<file path="config.mk">
export PLATFORM = sky130hd
export DESIGN_NAME = btb_predictor
export DESIGN_NICKNAME = d
export VERILOG_FILES = /design/src/rtl/btb_predictor.sv
export SDC_FILE = /design/constraint.sdc
export NUM_CORES = 1
export LEC_CHECK = 0
export BUFFER_PORTS_ARGS = -buffer_cell sky130_fd_sc_hd__buf_2
export CORE_MARGIN = 2
export CORE_UTILIZATION = 50
export DETAILED_ROUTE_END_ITERATION = 10
export PLACE_DENSITY = 0.75
export REMOVE_ABC_BUFFERS = 1
export SLEW_MARGIN = 20
export SYNTH_ARGS = -nofsm -noshare
export SYNTH_HDL_FRONTEND = slang
export SYNTH_SLANG_ARGS = --single-unit
export TNS_END_PERCENT = 30
</file>
<file path="constraint.sdc">
create_clock -name clk -period 5.5 [get_ports clk]
set_clock_uncertainty 0.2 [all_clocks]
set_input_delay 1.1 -clock clk [delete_from_list [all_inputs] [get_ports clk]]
set_output_delay 1.1 -clock clk [all_outputs]
set_load 0.005 [all_outputs]
</file>
<file path="src/rtl/btb_predictor.sv">
// Direct-mapped branch target buffer with per-entry saturating direction counters.
// IF looks up lookup_pc combinationally; EX commits resolved outcomes via the update port.
// Optional macro BTB_STATS_EN adds update and mispredict statistics counters.
module btb_predictor #(
  parameter int XLEN    = 32,
  parameter int ENTRIES = 16,
  parameter int CTR_W   = 2
) (
  input  logic            clk,
  input  logic            reset,
  input  logic [XLEN-1:0] lookup_pc,
  output logic            pred_hit,
  output logic            pred_taken,
  output logic [XLEN-1:0] pred_next_pc,
  input  logic            upd_valid,
  input  logic [XLEN-1:0] upd_pc,
  input  logic            upd_taken,
  input  logic [XLEN-1:0] upd_target,
  input  logic            upd_mispredict,
  input  logic            inv_all
`ifdef BTB_STATS_EN
  ,
  output logic [31:0]     stat_upd_cnt,
  output logic [31:0]     stat_mispred_cnt
`endif
);

  localparam int IDX_W = $clog2(ENTRIES);
  localparam int TAG_W = XLEN - IDX_W - 2;
  localparam logic [CTR_W-1:0] CTR_MAX  = {CTR_W{1'b1}};
  localparam logic [CTR_W-1:0] CTR_WEAK = CTR_W'(1 << (CTR_W - 1));

  logic [ENTRIES-1:0] valid_q;
  logic [TAG_W-1:0]   tag_q    [ENTRIES];
  logic [XLEN-1:0]    target_q [ENTRIES];
  logic [CTR_W-1:0]   ctr_q    [ENTRIES];

  logic [IDX_W-1:0] lookup_idx;
  logic [TAG_W-1:0] lookup_tag;
  logic [IDX_W-1:0] upd_idx;
  logic [TAG_W-1:0] upd_tag;
  logic             upd_hit;
  logic             upd_commit;
  logic             unused_bits;

  assign lookup_idx = lookup_pc[IDX_W+1:2];
  assign lookup_tag = lookup_pc[XLEN-1:IDX_W+2];
  assign upd_idx    = upd_pc[IDX_W+1:2];
  assign upd_tag    = upd_pc[XLEN-1:IDX_W+2];

  // pc[1:0] is never used for indexing; the mispredict flag only feeds the stats option
  assign unused_bits = ^{lookup_pc[1:0], upd_pc[1:0], upd_mispredict};

  // Combinational lookup: reads pre-update contents, no bypass from the update port
  always_comb begin
    pred_hit     = valid_q[lookup_idx] && (tag_q[lookup_idx] == lookup_tag);
    pred_taken   = pred_hit && ctr_q[lookup_idx][CTR_W-1];
    pred_next_pc = pred_taken ? target_q[lookup_idx] : lookup_pc + XLEN'(4);
  end

  assign upd_hit    = valid_q[upd_idx] && (tag_q[upd_idx] == upd_tag);
  assign upd_commit = upd_valid && !reset && !inv_all;

  // Valid bits and direction counters: reset beats invalidate, which beats update
  always_ff @(posedge clk) begin
    if (reset) begin
      valid_q <= '0;
      for (int i = 0; i < ENTRIES; i++) ctr_q[i] <= '0;
    end else if (inv_all) begin
      valid_q <= '0;
    end else if (upd_valid) begin
      if (upd_hit) begin
        if (upd_taken) begin
          if (ctr_q[upd_idx] != CTR_MAX) ctr_q[upd_idx] <= ctr_q[upd_idx] + 1'b1;
        end else begin
          if (ctr_q[upd_idx] != '0) ctr_q[upd_idx] <= ctr_q[upd_idx] - 1'b1;
        end
      end else if (upd_taken) begin
        valid_q[upd_idx] <= 1'b1;
        ctr_q[upd_idx]   <= CTR_WEAK;
      end
    end
  end

  // Tag and target payload: written on every committed taken outcome (refresh on hit, allocate on miss)
  always_ff @(posedge clk) begin
    if (upd_commit && upd_taken) begin
      tag_q[upd_idx]    <= upd_tag;
      target_q[upd_idx] <= upd_target;
    end
  end

`ifdef BTB_STATS_EN
  // Saturating statistics counters, cleared by reset only and blind to inv_all
  always_ff @(posedge clk) begin
    if (reset) begin
      stat_upd_cnt     <= '0;
      stat_mispred_cnt <= '0;
    end else if (upd_valid) begin
      if (stat_upd_cnt != 32'hFFFF_FFFF) stat_upd_cnt <= stat_upd_cnt + 32'd1;
      if (upd_mispredict && (stat_mispred_cnt != 32'hFFFF_FFFF))
        stat_mispred_cnt <= stat_mispred_cnt + 32'd1;
    end
  end
`endif

endmodule
</file>
==> results by group, run 1 <==
Status
  – Status: complete, but fails checks
  – Failing checks: setup timing

STA
  – Final worst slack: -0.120 ns
  – Tcrit/Tclk final: 102%
  – RSZ-0062 raised after global routing: true
  – Worst-Margin Slew: approximately 1.3 ns
  – Pins Over Slew Limit: 0
  – Final setup violating endpoints: 31
  – Max Fclk: 0.178 GHz
  – Setup TNS: -2.40 ns
  – Tmin final: 5.62 ns
  – Slew HR: 16.1%
  – Final Hold Viols: 0

Logic synthesis
  – Synth cell types: 66
  – #FFs+latches synth: 976
  – Synth Instances: between 2k and 2.5k
  – Area share of the largest cell type after synthesis: 67.2%
  – Ranking of synthesized cells by area: edfxtp_1 67%, mux4_2 18%, mux2i_1 4.0%
  – Number of flops mapped to enable cells by yosys: 960
  – Post-Syn Area: 0.0429 sq mm
  – Asr flop ratio synth: 0%
  – Sequential area share after synthesis: between 60 and 70%
  – Synth Flop Type: edfxtp_1
  – Post-synthesis area per instance: 20.1 sq um
  – Top cell type by total area after synthesis: edfxtp_1
  – Yosys warns: 0

Die
  – Core area: 0.0851 sq mm
  – Full die area: 0.0882 sq mm
  – Initial Util: 50.4%
  – Die H: 297 um
  – Die W: 297 um
  – Rows: 107
  – I/O Pins: 136

Place
  – Post-DP HPWL: 71900 um
  – Port buffer count: 132
  – Final Wtd Congestion: between 0.9 and 1

Drt
  – Via count: 24.6k
  – Final wirelength: between 100000 and 150000 um
  – Drt wl/cell: 32.8 um
  – DR DRC count: 0
  – Vias/cell: 6.68
  – Detail Route Antenna Nets: 0
  – First-pass iteration count of the detailed router: 5
  – Starting DRT DRC Count: 3757

CTS
  – Hold buffer count at CTS: 0
  – # H-tree levels: 3
  – Clock sinks: 976
  – Clk buf depth: 3
  – CTS tree: yes
  – Number of CTS-inserted buffers: between 90 and 100
  – Worst-Skew Late Latency: 0.67 ns
  – Root buf cell: clkbuf_16
  – CTS clk-pin slew, worst paths: 0.06 ns

Global route
  – Initial antenna violation count: 25
  – Vias in the first global route: 24.8k
  – Congestion Overflow GR: 0
  – First-pass GRT wire length: 174000 um
  – Global-route usage over all layers: around 27%
  – Largest net degree at the start of global routing: 80

Worst setup path
  – Worst Setup End Kind: output port
  – Critical-path cell list: buf_16 -> buf_12 -> buf_8 -> mux4_2 -> mux2i_2 -> mux2i_2 -> xor2_1 -> or4_4 -> nor3_2 -> and4_4 -> buf_12 -> buf_16 -> mux2_2 -> buf_6
  – CP Max Fanout: 8
  – Slowest stage delay, CP: ~0.53 ns
  – Worst EP required: around 4.2 ns
  – Highest-delay cell along the critical path: or4_4
  – Arr. time, crit path: 4.32 ns
  – Critical path class: primary input to output port
  – Startpoint types: primary input

Power
  – Pleak: 16.6 nW
  – Total chip power: 16.0 mW
  – Worst vdd ir: around 0.00028 V
  – Pwr Density: 317 mW/mm^2

Min path
  – HP Class: register to register

Cells and area
  – Nets@finish: about 2.5k
  – Commonest non-fill, non-tap cell in the layout: edfxtp_1
  – Share of layout cells above drive strength 1: between 30% and 40%
  – Synth-to-Final Area Change: 17.4%
  – Most frequent cells in the layout: 960 x edfxtp_1, 344 x mux4_2, 160 x buf_4

Flow run
  – MaxCap Viol Count: 0
## metal layers
| metal | GRT usage [%] | vias to the layer above | share of wire (%) |
|---|---|---|---|
| li1 | - | 9722 | - |
| met5 | 0 | - | 0.16 |
| met2 | 42.6 | 1806 | 48 |
| met1 | 37.7 | 12700 | 37 |
| met3 | 6.69 | 284 | 12 |
| met4 | 9.36 | 30 | 3.4 |
## Yosys cell counts, types with 8 or more instances
cell type,count
edfxtp_1,960
mux4_2,344
mux2i_1,171
buf_2,63
nor2_1,59
nand2_1,57
xnor2_1,53
mux2_2,52
clkbuf_1,41
xor2_1,36
a22oi_1,29
a22o_1,21
and3_1,18
a31oi_1,17
buf_1,17
dfxtp_1,16
nand3_1,16
o31ai_1,16
o22ai_1,13
a21oi_1,12
a221oi_1,11
nor2b_1,10
nor3_1,9
buf_4,8
## final timing paths
| kind | endpoint | from | depth (start not counted) | slack [ns] |
|---|---|---|---|---|
| max | pred_next_pc[6] | lookup_pc[2] | 14 | -0.12 |
| min | valid_q[11] | valid_q[11] | 1 | 0.31 |
| max reg2reg | ctr_q[13][1] | tag_q[11][10] | 8 | 1.38 |
| min reg2reg | valid_q[11] | valid_q[11] | 1 | 0.31 |
## flip-flops by register name, summed over array words and instances (netlist names)
| register | cells |
|---|---|
| ctr_q | 32 |
| target_q | 512 |
| valid_q | 16 |
| tag_q | 416 |
## power by group
group          leakage, nW  internal [mW]  total, mW  switching (mW)
Clock                 1.50           3.65       6.47            2.82
Combinational         6.30          0.583       1.28           0.702
Sequential            8.80           8.20       8.21          0.0141
## area by class of cell
type	instances	area, sq um
repair buffers	343	3110
multi-input cells	1024	13500
clock inverters	65	587
well taps	1144	1430
clock buffers	114	2510
flip-flops and latches	976	29100
diodes	10	25.0
inverters	4	15.0
fillers	5948	34800
## repair_timing
action                                  CTS  global route
gates cloned                              3             2
resized for setup                        87            26
pin swaps                                 7             4
setup buffers                            11             6
endpoints found under the setup margin   32            34
## worst max-delay path: cells and delay by family
kind	cells	cell delay [ns]
buf+inv	6	0.83
simple gates	3	0.93
mux	4	1.21
xor+xnor	1	0.20
## cell families (layout without fill, tap and decap cells)
| group | count (synthesis) | in the layout | synth area share (%) |
|---|---|---|---|
| adders and majority gates | 1 | 1 | 0.0292 |
| buffers and inverters | 138 | 526 | 1.55 |
| DFF | 976 | 976 | 67.9 |
| xor gates and xnor gates | 89 | 89 | 1.82 |
| AOI/OAI and AO/OA | 157 | 157 | 2.80 |
| muxes | 567 | 567 | 23.4 |
| and+or+nand+nor | 210 | 210 | 2.46 |
| other | 0 | 10 | 0 |
## through the flow
stage	util [%]	hold WS [ns]	setup slack, ns	area [sq um]	std cells
after detailed placement	54.5	0.284	-0.335	46400	3469
after floorplan	-	0.262	0.178	42300	2004
final	59.2	0.308	-0.120	50400	3680
after global routing	59.1	0.317	-0.181	50400	3673
after CTS	58.8	0.302	-0.0792	50100	3662
after global placement	54.5	0.277	-0.229	46400	3469
Power figures use the tool's default switching activity.
==> inputs of run 2 (changes only) <==
CORE_UTILIZATION = 56   (was 50)
PLACE_DENSITY = 0.82   (was 0.75)
==> results by group, run 2 (synthesis gave the netlist of run 1 again) <==
Status
  – Status: complete, but fails checks (unchanged)
  – Failing checks: setup timing (unchanged)

Worst setup path
  – R2R depth: 8 (unchanged)
  – CP Max Fanout: 7 (was 8)
  – Worst EP required: 4.20 ns (about the same)
  – Worst R2R Setup Slack: 1.41 ns (was 1.38 ns)
  – Startpoint types: primary input (unchanged)
  – Reg-to-reg startpoint: tag_q[1][9] (was tag_q[11][10])
  – RR Endpoint: ctr_q[9][1] (was ctr_q[13][1])
  – Worst Setup End Kind: output port (unchanged)
  – Critical path class: primary input to output port (unchanged)
  – Arr. time, crit path: 4.39 ns (was 4.32 ns)

Cells and area
  – Register with the most flip-flops: target_q (unchanged)
  – Synth-to-Final Area Change: 16.6% (was 17.4%)
  – Share of layout cells above drive strength 1: 37.3% (was 37.2%)
  – Non-Filler Instances: 3567 (was 3680)
  – Commonest non-fill, non-tap cell in the layout: edfxtp_1 (unchanged)
  – Largest registers: target_q x512, tag_q x416, ctr_q x32 (unchanged)
  – Area of the multi-input gates: 0.0135 sq mm (about the same)
  – Max FFs per register: 512 (unchanged)
  – FF+latch area: 0.0291 sq mm (unchanged)
  – FILL cells: 4641 (was 5948)
  – Nets@finish: 2555 (was 2547)
  – Final core utilization: 65.9% (was 59.2%)
  – Most frequent cells in the layout: 960 x edfxtp_1, 344 x mux4_2, 180 x buf_4 (was 960 x edfxtp_1, 344 x mux4_2, 160 x buf_4)

Place
  – Port buffer count: 132 (unchanged)
  – Dpl cells: 3358 (was 3469)
  – Final Wtd Congestion: 0.897 (was 0.945)
  – Post-DP HPWL: 71100 um (was 71900 um)

Power
  – Total chip power: 16.1 mW (was 16.0 mW)
  – Sequential Power Share: 51.0% (was 51.4%)
  – Worst vdd ir: 0.000355 V (was 0.000285 V)
  – Comb power frac: 8.0% (about the same)
  – Switching share of power: 22.0% (was 22.1%)
  – Pleak: 16.5 nW (was 16.6 nW)
  – Sw Pwr: 3.55 mW (was 3.53 mW)
  – Pwr Density: 322 mW/mm^2 (was 317 mW/mm^2)
  – Clock power share: 41.0% (was 40.5%)
  – Internal power: 12.5 mW (was 12.4 mW)

CTS
  – CTS clk-pin slew, worst paths: 0.06 ns (about the same)
  – # H-tree levels: 3 (unchanged)
  – Number of CTS-inserted buffers: 94 (was 95)
  – CTS tree: yes (unchanged)
  – Hold buffer count at CTS: 0 (unchanged)
  – Clk buf depth: 3 (unchanged)
  – Worst-Skew Late Latency: 0.66 ns (was 0.67 ns)
  – Clock sinks: 976 (unchanged)
  – Root buf cell: clkbuf_16 (unchanged)

Drt
  – DR DRC count: 0 (unchanged)
  – Detail Route Antenna Nets: 0 (unchanged)
  – Vias/cell: 7.07 (was 6.68)
  – Via count: 25.2k (was 24.6k)
  – First-pass iteration count of the detailed router: 5 (unchanged)
  – Final wirelength: 124000 um (was 121000 um)
  – Starting DRT DRC Count: 3821 (was 3757)
  – Drt wl/cell: 34.9 um (was 32.8 um)

STA
  – Hold Slack: 0.308 ns (about the same)
  – RSZ-0062 raised after global routing: true (unchanged)
  – Tcrit/Tclk final: 103% (was 102%)
  – Max Fclk: 0.176 GHz (was 0.178 GHz)
  – Setup TNS: -4.83 ns (was -2.40 ns)
  – Tmin final: 5.69 ns (was 5.62 ns)
  – Slew HR: 29.8% (was 16.1%)
  – Final Hold Viols: 0 (unchanged)
  – Pins Over Slew Limit: 0 (unchanged)
  – Final setup violating endpoints: 32 (was 31)
  – Final worst slack: -0.191 ns (was -0.120 ns)
  – Worst-Margin Slew: 1.05 ns (was 1.26 ns)

Global route
  – Vias in the first global route: 25.6k (was 24.8k)
  – Largest net degree at the start of global routing: 60 (was 80)
  – Initial antenna violation count: 15 (was 25)
  – Congestion Overflow GR: 0 (unchanged)
  – Global-route usage over all layers: 31.9% (was 27.2%)
  – First-pass GRT wire length: 178000 um (was 174000 um)

Min path
  – WHS Endpoint: valid_q[13] (was valid_q[11])
  – HP Class: register to register (unchanged)
  – Hold-critical path depth: 1 (unchanged)
  – Hold Crit Start: valid_q[13] (was valid_q[11])

Die
  – Rows: 101 (was 107)
  – Die W: 281 um (was 297 um)
  – Core area: 0.0759 sq mm (was 0.0851 sq mm)
  – Initial Util: 56.5% (was 50.4%)
  – I/O Pins: 136 (unchanged)
  – Full die area: 0.0788 sq mm (was 0.0882 sq mm)
  – Die H: 281 um (was 297 um)

Flow run
  – MaxCap Viol Count: 0 (unchanged)
==> run 2: changes by cell type in the layout (fill, tap and decap cells not counted), moves of 3 or more <==
| cell | change |
|---|---|
| mux2_2 | +10 |
| xnor2_1 | -3 |
| clkinv_2 | -5 |
| mux2i_1 | +3 |
| bufinv_16 | +4 |
| buf_2 | +11 |
| mux2_4 | -10 |
| clkinv_1 | -10 |
| buf_6 | -9 |
| buf_4 | +20 |
| xnor2_2 | +3 |
| buf_12 | -15 |
| clkbuf_16 | -4 |
==> run 2: repair_timing <==
item	in CTS	in global routing
buffers inserted	13	10
pin swaps	9	6
cloned	5	0
gates resized for setup	70	27
endpoints found under the setup margin	33	33
==> run 2: power by group through the flow <==
stage / sequential (mW) / combinational [mW] / clock, mW
after global routing: 8.21 / 1.33 / 6.88
after global placement: 8.37 / 1.14 / 0
final: 8.21 / 1.28 / 6.60
after detailed placement: 8.37 / 1.17 / 0
after CTS: 8.21 / 1.23 / 6.62
after floorplan: 8.37 / 0.536 / 0
==> run 2: critical path: stages <==
cell and delay [ns]:
buf_16 0.15, buf_8 0.13, buf_4 0.11, mux4_2 0.50, mux2i_2 0.22, buf_4 0.16
a2bb2oi_1 0.16, mux2i_1 0.13, or4_1 0.45, nor3_2 0.14, and4_4 0.25, buf_4 0.17
buf_12 0.15, mux2_2 0.39, buf_2 0.14
==> run 2: worst max path at each step <==
| stage | slack [ns] | startpoint | end |
|---|---|---|---|
| 4_1_cts | -0.16 | lookup_pc[2] | pred_next_pc[3] |
| 3_3_place_gp | -0.30 | lookup_pc[2] | pred_next_pc[25] |
| 6_report | -0.19 | lookup_pc[2] | pred_next_pc[25] |
| 3_5_place_dp | -0.32 | lookup_pc[2] | pred_next_pc[24] |
| 5_1_grt | -0.24 | lookup_pc[2] | pred_next_pc[2] |
| 2_1_floorplan | 0.18 | lookup_pc[2] | pred_next_pc[0] |
==> run 2: routing by layer <==
layer | global-route usage, % | part of all wire [%] | routed length, um
met4 | 16.3 | 5.6 | 6910
met5 | 0 | 0.043 | 54
met1 | 41.3 | 34 | 42300
met3 | 8.99 | 13 | 16300
met2 | 50.0 | 47 | 58800
==> run 2: metrics by stage <==
stage	cell area, sq um	setup WS (ns)
floorplan	42300	0.178
global placement	46100	-0.302
detailed placement	46100	-0.316
CTS	49800	-0.164
global route	50000	-0.242
finish	50000	-0.191
==> run 2: final cells by class <==
| type | count | share of cell area (%) |
|---|---|---|
| diodes | 12 | 0.0600 |
| clock buffers | 114 | 4.94 |
| clock inverters | 55 | 1.30 |
| inverters | 4 | 0.0300 |
| multi-input cells | 1024 | 26.9 |
| flip-flops and latches | 976 | 58.2 |
| well taps | 1030 | 2.58 |
| repair buffers | 352 | 5.90 |
